[src/rtl/scan_addr_gen_if.sv]
// Control and RAM-port bundle for the pixel-scan address generator.
// The master side drives start/mode/hold/abort; the slave is the generator.
interface scan_addr_gen_if #(
  parameter int XW     = 6,
  parameter int YW     = 6,
  parameter int ADDR_W = 18
);
  logic              start;
  logic [2:0]        mode;
  logic              hold;
  logic              abort;
  logic              busy;
  logic              done;
  logic [XW+YW:0]    pix_cnt;
  logic              in_oe;
  logic [ADDR_W-1:0] in_a;
  logic              pic_we;
  logic [ADDR_W-1:0] pic_a;
  logic              w_we;
  logic [ADDR_W-1:0] w_a;

  modport master (
    output start, mode, hold, abort,
    input  busy, done, pix_cnt, in_oe, in_a, pic_we, pic_a, w_we, w_a
  );

  modport slave (
    input  start, mode, hold, abort,
    output busy, done, pix_cnt, in_oe, in_a, pic_we, pic_a, w_we, w_a
  );
endinterface

[src/rtl/scan_addr_gen.sv]
// Pixel-scan address generator: walks a 2^XW x 2^YW image in one of eight
// orders, issuing input-RAM reads and, one cycle later, the matching
// picture-RAM writes (plus weight-RAM writes for the low WB_DEPTH addresses).
module scan_addr_gen #(
  parameter int XW       = 6,
  parameter int YW       = 6,
  parameter int ADDR_W   = 18,
  parameter int WB_DEPTH = 64
) (
  input  logic            clk,
  input  logic            rst,
  scan_addr_gen_if.slave  bus
);

  // Count value of the final pixel; its issue ends the scan.
  localparam logic [XW+YW:0] LAST_PIX = {1'b0, {(XW+YW){1'b1}}};

  typedef enum logic [1:0] {IDLE, SCAN, DRAIN} state_t;

  state_t            state_reg;
  logic [XW-1:0]     x_reg;
  logic [YW-1:0]     y_reg;
  logic [XW+YW:0]    pix_cnt_reg;
  logic [2:0]        mode_reg;
  logic              valid_d_reg;
  logic [ADDR_W-1:0] addr_d_reg;
  logic              busy_reg;
  logic              done_reg;

  logic              issue;
  logic [ADDR_W-1:0] in_a_next;
  logic              x_at_end;
  logic              y_at_end;
  logic [XW-1:0]     x_first;
  logic [YW-1:0]     y_first;
  logic [XW-1:0]     x_step;
  logic [YW-1:0]     y_step;
  logic              in_window;

  // Issue one read per unheld SCAN cycle; address is the current pixel.
  assign issue     = (state_reg == SCAN) && !bus.hold;
  assign in_a_next = ADDR_W'({y_reg, x_reg});

  // Per-axis direction decode from the latched mode.
  assign x_first  = mode_reg[1] ? '0 : '1;
  assign y_first  = mode_reg[0] ? '0 : '1;
  assign x_at_end = mode_reg[1] ? (x_reg == '1) : (x_reg == '0);
  assign y_at_end = mode_reg[0] ? (y_reg == '1) : (y_reg == '0);
  assign x_step   = mode_reg[1] ? x_reg + 1'b1 : x_reg - 1'b1;
  assign y_step   = mode_reg[0] ? y_reg + 1'b1 : y_reg - 1'b1;

  // Weight RAM only covers the first WB_DEPTH picture addresses.
  assign in_window = addr_d_reg < ADDR_W'(WB_DEPTH);

  // Scan FSM with pixel counters, busy/done flags and the one-cycle read-latency stage.
  always_ff @(posedge clk or posedge rst) begin
    if (rst) begin
      state_reg   <= IDLE;
      x_reg       <= '0;
      y_reg       <= '0;
      pix_cnt_reg <= '0;
      mode_reg    <= '0;
      valid_d_reg <= 1'b0;
      addr_d_reg  <= '0;
      busy_reg    <= 1'b0;
      done_reg    <= 1'b0;
    end else begin
      done_reg    <= 1'b0;
      valid_d_reg <= issue && !bus.abort;
      addr_d_reg  <= in_a_next;
      case (state_reg)
        IDLE: begin
          if (bus.start && !bus.abort) begin
            state_reg   <= SCAN;
            busy_reg    <= 1'b1;
            mode_reg    <= bus.mode;
            x_reg       <= bus.mode[1] ? '0 : '1;
            y_reg       <= bus.mode[0] ? '0 : '1;
            pix_cnt_reg <= '0;
          end
        end
        SCAN: begin
          if (bus.abort) begin
            state_reg <= IDLE;
            busy_reg  <= 1'b0;
          end else if (issue) begin
            pix_cnt_reg <= pix_cnt_reg + 1'b1;
            if (pix_cnt_reg == LAST_PIX) begin
              // Final pixel issued: leave counters on it and flush the last write.
              state_reg <= DRAIN;
              done_reg  <= 1'b1;
            end else if (!mode_reg[2]) begin
              // Row-major: x is the fast axis.
              if (x_at_end) begin
                x_reg <= x_first;
                y_reg <= y_step;
              end else begin
                x_reg <= x_step;
              end
            end else begin
              // Column-major: y is the fast axis.
              if (y_at_end) begin
                y_reg <= y_first;
                x_reg <= x_step;
              end else begin
                y_reg <= y_step;
              end
            end
          end
        end
        DRAIN: begin
          state_reg <= IDLE;
          busy_reg  <= 1'b0;
        end
        default: begin
          state_reg <= IDLE;
          busy_reg  <= 1'b0;
        end
      endcase
    end
  end

  assign bus.busy    = busy_reg;
  assign bus.done    = done_reg;
  assign bus.pix_cnt = pix_cnt_reg;
  assign bus.in_oe   = issue;
  assign bus.in_a    = in_a_next;
  assign bus.pic_we  = valid_d_reg;
  assign bus.pic_a   = addr_d_reg;
  assign bus.w_we    = valid_d_reg && in_window;
  assign bus.w_a     = in_window ? addr_d_reg : '0;

endmodule

[src/flat_wrapper.sv]
// flat-port wrapper written by rule: the top's interface ports become plain ports
module scan_addr_gen_flat 
#(
  parameter int XW       = 6,
  parameter int YW       = 6,
  parameter int ADDR_W   = 18,
  parameter int WB_DEPTH = 64
)
  (clk, rst, bus_start, bus_mode, bus_hold, bus_abort, bus_busy, bus_done, bus_pix_cnt, bus_in_oe, bus_in_a, bus_pic_we, bus_pic_a, bus_w_we, bus_w_a);
  scan_addr_gen_if #(.XW(XW), .YW(YW), .ADDR_W(ADDR_W)) bus_i ();
  input  logic clk;
  input  logic rst;
  input wire logic [$bits(bus_i.start)-1:0] bus_start;
  input wire logic [$bits(bus_i.mode)-1:0] bus_mode;
  input wire logic [$bits(bus_i.hold)-1:0] bus_hold;
  input wire logic [$bits(bus_i.abort)-1:0] bus_abort;
  output wire logic [$bits(bus_i.busy)-1:0] bus_busy;
  output wire logic [$bits(bus_i.done)-1:0] bus_done;
  output wire logic [$bits(bus_i.pix_cnt)-1:0] bus_pix_cnt;
  output wire logic [$bits(bus_i.in_oe)-1:0] bus_in_oe;
  output wire logic [$bits(bus_i.in_a)-1:0] bus_in_a;
  output wire logic [$bits(bus_i.pic_we)-1:0] bus_pic_we;
  output wire logic [$bits(bus_i.pic_a)-1:0] bus_pic_a;
  output wire logic [$bits(bus_i.w_we)-1:0] bus_w_we;
  output wire logic [$bits(bus_i.w_a)-1:0] bus_w_a;
  assign bus_i.start = bus_start;
  assign bus_i.mode = bus_mode;
  assign bus_i.hold = bus_hold;
  assign bus_i.abort = bus_abort;
  assign bus_busy = bus_i.busy;
  assign bus_done = bus_i.done;
  assign bus_pix_cnt = bus_i.pix_cnt;
  assign bus_in_oe = bus_i.in_oe;
  assign bus_in_a = bus_i.in_a;
  assign bus_pic_we = bus_i.pic_we;
  assign bus_pic_a = bus_i.pic_a;
  assign bus_w_we = bus_i.w_we;
  assign bus_w_a = bus_i.w_a;
  scan_addr_gen #(.XW(XW), .YW(YW), .ADDR_W(ADDR_W), .WB_DEPTH(WB_DEPTH)) u_core (.clk(clk), .rst(rst), .bus(bus_i));
endmodule
[config.mk]
export PLATFORM = sky130hd
export DESIGN_NAME = scan_addr_gen_flat
export DESIGN_NICKNAME = d
export VERILOG_FILES = /design/src/rtl/scan_addr_gen_if.sv /design/src/rtl/scan_addr_gen.sv /design/src/flat_wrapper.sv
export SDC_FILE = /design/constraint.sdc
export NUM_CORES = 1
export LEC_CHECK = 0
export ABC_AREA = 1
export CAP_MARGIN = 20
export CORE_ASPECT_RATIO = 0.7
export CORE_MARGIN = 2
export CORE_UTILIZATION = 48
export CTS_CLUSTER_SIZE = 40
export DETAILED_ROUTE_END_ITERATION = 6
export PLACE_DENSITY = 0.83
export SETUP_SLACK_MARGIN = 0.05
export SKIP_LAST_GASP = 1
export SLEW_MARGIN = 10
export SYNTH_ARGS = -nofsm -noshare
export SYNTH_HDL_FRONTEND = slang
export SYNTH_SLANG_ARGS = --single-unit
[constraint.sdc]
create_clock -name clk -period 2.12 [get_ports clk]
set_input_delay 0.212 -clock clk [delete_from_list [all_inputs] [get_ports clk]]
set_output_delay 0.212 -clock clk [all_outputs]
set_load 0.03 [all_outputs]
==> results.md, run 1 <==
- Startpoint Class: flip-flop
- Std cell rows: 23
- Final Cell Area: 3460 sq um
- H-tree levels: 2
- Post-synth top area share: 40.2%
- Total wire length: around 6.6 mm
- Chip height: slightly below 70 um
- Power per cell area: 1550 nW/um^2
- Number of flops mapped to enable cells by yosys: 0
- Least-Margin Pin Slew: 0.555 ns
- Clock buffer depth: 2
- Pint: about 2600 uW
- Area grow syn2layout: 23.2%
- Mapped cell area: between 2000 and 3000 sq um
- Post-CTS Setup Inserts: 0
- Cell with the most instances after synthesis: nand2_1
- Crit end category: output port
- Synth area leader: dfrtp_1
- Register share of total power: 28.1%
- Nets: 464
- Total power: between 5000 and 6000 uW
- Initial antenna violation count: 0
- First-pass GRT wire length: 10.6 mm
- Async set-or-reset flop fraction in the synthesized netlist: 100%
- 1st-iter DRT viols: 161
- Synth Area per Inst: 7.38 sq um
- Logic pwr share: 61.6%
- Max FFs per register: 13
- YS warnings: 0
- CP arrival: 1.72 ns
- Top cells by area, synth: dfrtp_1 (40%), nand2_1 (14%), buf_4 (6.7%)
- CP Class: flip-flop to output port
- Largest net degree at the start of global routing: between 40 and 50
- FF+latch count, synth: 45
- Final setup viols: 0
- Crit-path max FO: 7
- Initial Util: about half
- # hold bufs at CTS: 0
- DPL Wire Length: roughly 5 mm
- Final Skew: 0.00993 ns
- GR Util All Layers: a little over a fifth
- Clock Tree Root: clkbuf_8
- Die area: between 6000 and 7000 sq um
- Core Footprint: 5670 sq um
- Period utilization: 90.9%
- Drt drc: 0
- Post-place setup slack: 0.0755 ns
- Diodes inserted: 0
- Final GP Congestion: ~0.9
- Final setup TNS: 0 ns
- Leak pwr: 0.00174 uW
- Num CTS Buffers: 5
- Share of post-route cells with drive strength above 1: 7.40%
- # fillers: about 500
- Number of iterations in the first detailed-routing pass: 5
- Port Buffers: 55
- Post-synth cell types: 31
- Cells after Synth: 380
- Required time worst endpoint: 1.91 ns
- Sw Pwr: approximately 2700 uW
- Area after DPL: 3390 sq um
- I/O pin count: 80
- Post-synthesis sequential area ratio: 40.2%
- Clk pwr share: 10.4%
- Hold Vio Cnt, Final: 0
- Vias per Instance: between 5 and 6
- Worst slew margin: 63.0%
- Commonest cells in the netlist: nand2_1 (108), dfrtp_1 (45), nor2_1 (45)
- Clock transition at the registers of the reported paths: 0.10 ns
- CTS tree: built
- Die X: ~95 um
- Final Max Slew Viols: 0
- Routed len/inst: 12.6 um
- TritonCTS Sinks: 45
- Post-synth top flop: dfrtp_1
- RSZ-0062 raised after global routing: false
- Max Clock Freq: 519 MHz
- Setup WS post-layout: 0.193 ns
- Vias in the first global route: 2294
- Remaining global-route overflow: 0
- Clock latency on the worst-skew pair: 0.30 ns
- Post-route ant nets: 0
- Max Cap Viol: 0
- Total number of vias: between 2000 and 3000
- Outcome: completed
- Area occupied by multi-input gates: about 1400 sq um
- Peak VDD IR: between 0.8 and 0.9 mV
- Minimum clock period after layout: 1.93 ns
- Storage cell area: 1130 sq um
- Worst Hold Class: input port to asynchronous set/reset pin
- Sw Ratio: 50.9%
## path summary, 6_finish.rpt
path	start	end	slack [ns]	depth (start not counted)
max reg2reg	u_core.bus.pix_cnt[1]	u_core.y_reg[1]	0.27	10
max	u_core.bus.pic_a[11]	bus_w_we	0.19	4
max in group asynchronous	rst	u_core.x_reg[2]	1.39	3
min reg2reg	u_core.bus.busy	u_core.bus.busy	0.49	2
min	rst	u_core.bus.done	0.35	3
min in group clk	bus_mode[2]	u_core.mode_reg[2]	0.48	3
## what timing repair did
action                     in CTS  in global routing
resized for setup               9                 13
pin swaps                       0                  0
setup endpoints to repair       8                  7
hold endpoints to repair        0                  0
## stage by stage
step	utilization (%)	instances	hold slack [ns]
after floorplan	-	403	0.284
after global placement	59.8	513	0.460
after detailed placement	59.8	513	0.468
after CTS	61.3	521	0.373
after global routing	61.0	521	0.426
final	61.0	521	0.349
## power by group through the flow
stage / Clock (uW) / Sequential, uW / Combinational [uW]
6_report: 556 / 1510 / 3310
5_1_grt: 598 / 1550 / 3670
4_1_cts: 560 / 1500 / 3300
3_5_place_dp: 0 / 1520 / 3300
3_3_place_gp: 0 / 1510 / 3190
2_1_floorplan: 0 / 1950 / 1800
## layer usage
metal	routed length, um	GRT usage (%)	vias to the layer above	share of wire (%)
li1	-	-	1295	-
met1	2950	29.4	1241	45
met2	3030	34.4	95	46
met3	521	4.85	8	7.9
met4	56	3.62	0	0.85
met5	0	0	-	0
## worst max-delay path: stages (launching register included)
cell and delay [ns]:
dfrtp_1 0.39, nor4_1 0.32, nand2_2 0.21, nor2_1 0.12, clkdlybuf4s15_1 0.37
## cells by family after synthesis
logic type / share of synthesized area, %
fa+ha+maj: 5.44
flops: 40.2
compound gates: 7.76
simple gates: 31.6
buf+inv: 13.3
xor+xnor: 1.56
other cells: 0.134
## area by class of cell
type	count	share of cell area, %
multi-input cells	284	40.3
flip-flops and latches	45	32.6
repair buffers	62	16.5
inverters	47	5.10
well taps	75	2.72
clock buffers	5	1.99
clock inverters	3	0.724
## cell usage in the layout, fill, tap and decap left out, types with 5 or more instances in the layout
cell,netlist,layout
buf_4,25,7
nand2_1,108,107
ha_1,9,9
clkbuf_8,0,5
conb_1,1,24
nor3_1,6,6
dfrtp_1,45,45
clkbuf_2,0,6
nand4_1,12,12
nor2_1,45,45
a21oi_1,16,16
xor2_1,5,5
inv_1,44,43
o21ai_0,14,14
nand3_1,22,22
clkdlybuf4s50_1,0,47
Note: power is estimated with default switching activity, not from simulation.
==> run 2: changes to the inputs <==
==> constraint.sdc (replaced) <==
create_clock -name clk -period 1.8 [get_ports clk]
set_input_delay 0.18 -clock clk [delete_from_list [all_inputs] [get_ports clk]]
set_output_delay 0.18 -clock clk [all_outputs]
set_load 0.03 [all_outputs]
==> results.md, run 2 (same netlist as run 1, synthesis figures left out) <==
- Crit end category: output port
- Required time worst endpoint: 1.62 ns (-0.29 ns)
- Max FFs per register: 13 (unchanged)
- Setup WS post-layout: 0.0764 ns (-0.116 ns)
- Drt drc: 0 (unchanged)
- Crit path from: u_core.y_reg[5]
- Final Max Slew Viols: 0 (unchanged)
- GR Util All Layers: 22.3% (+1.2 points)
- Period utilization: 95.8%
- Power per cell area: 1810 nW/um^2 (+16%)
- Routed len/inst: 13.0 um (+3.2%)
- Busiest grt layer: met2
- Num CTS Buffers: 5 (unchanged)
- Clock latency on the worst-skew pair: 0.31 ns (about the same)
- GR Util met2: 36.7% (+2.3 points)
- Final GP Congestion: 0.916 (+4.3%)
- CP arrival: 1.54 ns (-0.18 ns)
- TritonCTS Sinks: 45 (unchanged)
- Std cell rows: 23 (unchanged)
- Nets: 475 (+2.4%)
- Startpoint Class: flip-flop
- Die area: 6480 sq um (unchanged)
- Most frequent cells in the layout: nand2_1 (107), dfrtp_1 (43), nor2_1 (42)
- Max Clock Freq: approximately 580 MHz
- Remaining global-route overflow: 0 (unchanged)
- RSZ-0062 raised after global routing: true
- Commonest non-fill, non-tap cell in the layout: nand2_1
- Largest net degree at the start of global routing: 20 (-57%)
- Worst slew margin: 52.9% (-10 points)
- Diodes inserted: 0 (unchanged)
- Area grow syn2layout: 29.0%
- Worst Hold Class: input port to asynchronous set/reset pin
- I/O pin count: 80 (unchanged)
- Critical path's slowest cell: clkdlybuf4s50_1
- RR Startpoint: u_core.mode_reg[1]
- Worst R2R Path Depth: 9 (-1)
- Die X: 95.4 um (unchanged)
- Final Skew: 0.00835 ns (-0.00158 ns)
- Leak pwr: 0.00187 uW (+7.2%)
- 1st-iter DRT viols: 137 (-15%)
- Final setup TNS: 0 ns (unchanged)
- Initial Util: 49.5% (unchanged)
- First-pass GRT wire length: 11.0 mm (+3.6%)
- Cells along the critical path: clkdlybuf4s50_1
- Number of iterations in the first detailed-routing pass: 5 (unchanged)
- Crit path capture: bus_in_a[11]
- # fillers: 511 (+2.4%)
- CTS tree: built
- Met1 Resource Use GR: 30.3% (+0.90 points)
- Hold Vio Cnt, Final: 0 (unchanged)
- CP max stage delay: 0.73 ns (+0.34 ns)
- Share of post-route cells with drive strength above 1: 12.3% (+4.9 points)
- Final Cell Area: 3620 sq um (+4.6%)
- Final setup viols: 0 (unchanged)
- Post-place setup slack: 0.0133 ns (-0.0621 ns)
- H-tree levels: 2 (unchanged)
- CP Class: flip-flop to output port
- Grt met3 use: 3.96% (-0.88 points)
- Area after DPL: 3430 sq um (+1.2%)
- Clock buffer depth: 2 (unchanged)
- Chip height: 67.9 um (unchanged)
- Initial antenna violation count: 0 (unchanged)
- Reg2reg setup slack: 0.17 ns (-0.10 ns)
- Peak VDD IR: 1.07 mV (+32%)
- Total wire length: 6.91 mm (+5.4%)
- Clock Tree Root: clkbuf_8
- Port Buffers: 55 (unchanged)
- Minimum clock period after layout: 1.72 ns
- R2R Path End: u_core.x_reg[4]
- Crit-path max FO: 7 (unchanged)
- Core Footprint: 5670 sq um (unchanged)
- Delay-heaviest family, CP: buffers and inverters
- Vias in the first global route: 2407 (+4.9%)
- Placed Cells: 521 (+1.6%)
- Total number of vias: 2657 (+0.68%)
- Least-Margin Pin Slew: 0.702 ns (+0.147 ns)
- Post-route ant nets: 0 (unchanged)
- Max Cap Viol: 0 (unchanged)
- Cell count along the critical path: 1 (-3)
- Clock transition at the registers of the reported paths: 0.09 ns (about the same)
- Total power: 6540 uW (+22%)
- DPL Wire Length: 5.13 mm (+3.0%)
- Vias per Instance: 4.99 (-1.4%)
- Buf/Inv on CP: 1 (unchanged)
- Outcome: completed
- Post-route insts no fill: 532 (+2.1%)
-- run 2: worst min path at each step --
stage | depth (start not counted) | slack [ns] | to
after floorplan | 1 | 0.25 | u_core.bus.done
after global placement | 2 | 0.47 | u_core.bus.busy
after detailed placement | 2 | 0.48 | u_core.bus.busy
after CTS | 2 | 0.22 | u_core.bus.done
after global routing | 2 | 0.26 | u_core.bus.pix_cnt[8]
final | 2 | 0.20 | u_core.bus.pix_cnt[1]
-- run 2: per-layer routing --
metal	share of wire, %	up-vias
met5	0	-
met2	46	108
li1	-	1320
met3	7.8	8
met4	1.1	0
met1	45	1221
-- run 2: report_power, final --
group	leakage, uW	internal [uW]	switching, uW
clock	0.0000385	275	362
sequential	0.000570	1360	385
combinational	0.00126	1630	2530
total	0.00187	3260	3280
-- run 2: metrics by stage --
step	utilization [%]	hold WS, ns
2_1_floorplan	-	0.252
3_3_place_gp	60.5	0.468
3_5_place_dp	60.5	0.480
4_1_cts	62.2	0.220
5_1_grt	63.8	0.256
6_report	63.8	0.201
-- run 2: timing repair --
item | CTS | global route
pin swaps | 1 | 3
endpoints found under the setup margin | 7 | 27
hold endpoints to repair | 0 | 0
buffers inserted | 0 | 3
hold buffers | 0 | 0
resized for setup | 2 | 23
-- run 2: cell type report --
cell class / instances / area [sq um] / share of cell area [%]
inverters: 47 / 184 / 5.09
well taps: 75 / 93.8 / 2.60
multi-input cells: 284 / 1440 / 39.9
repair buffers: 73 / 684 / 18.9
clock inverters: 1 / 7.51 / 0.208
flip-flops and latches: 45 / 1130 / 31.2
clock buffers: 7 / 76.3 / 2.11
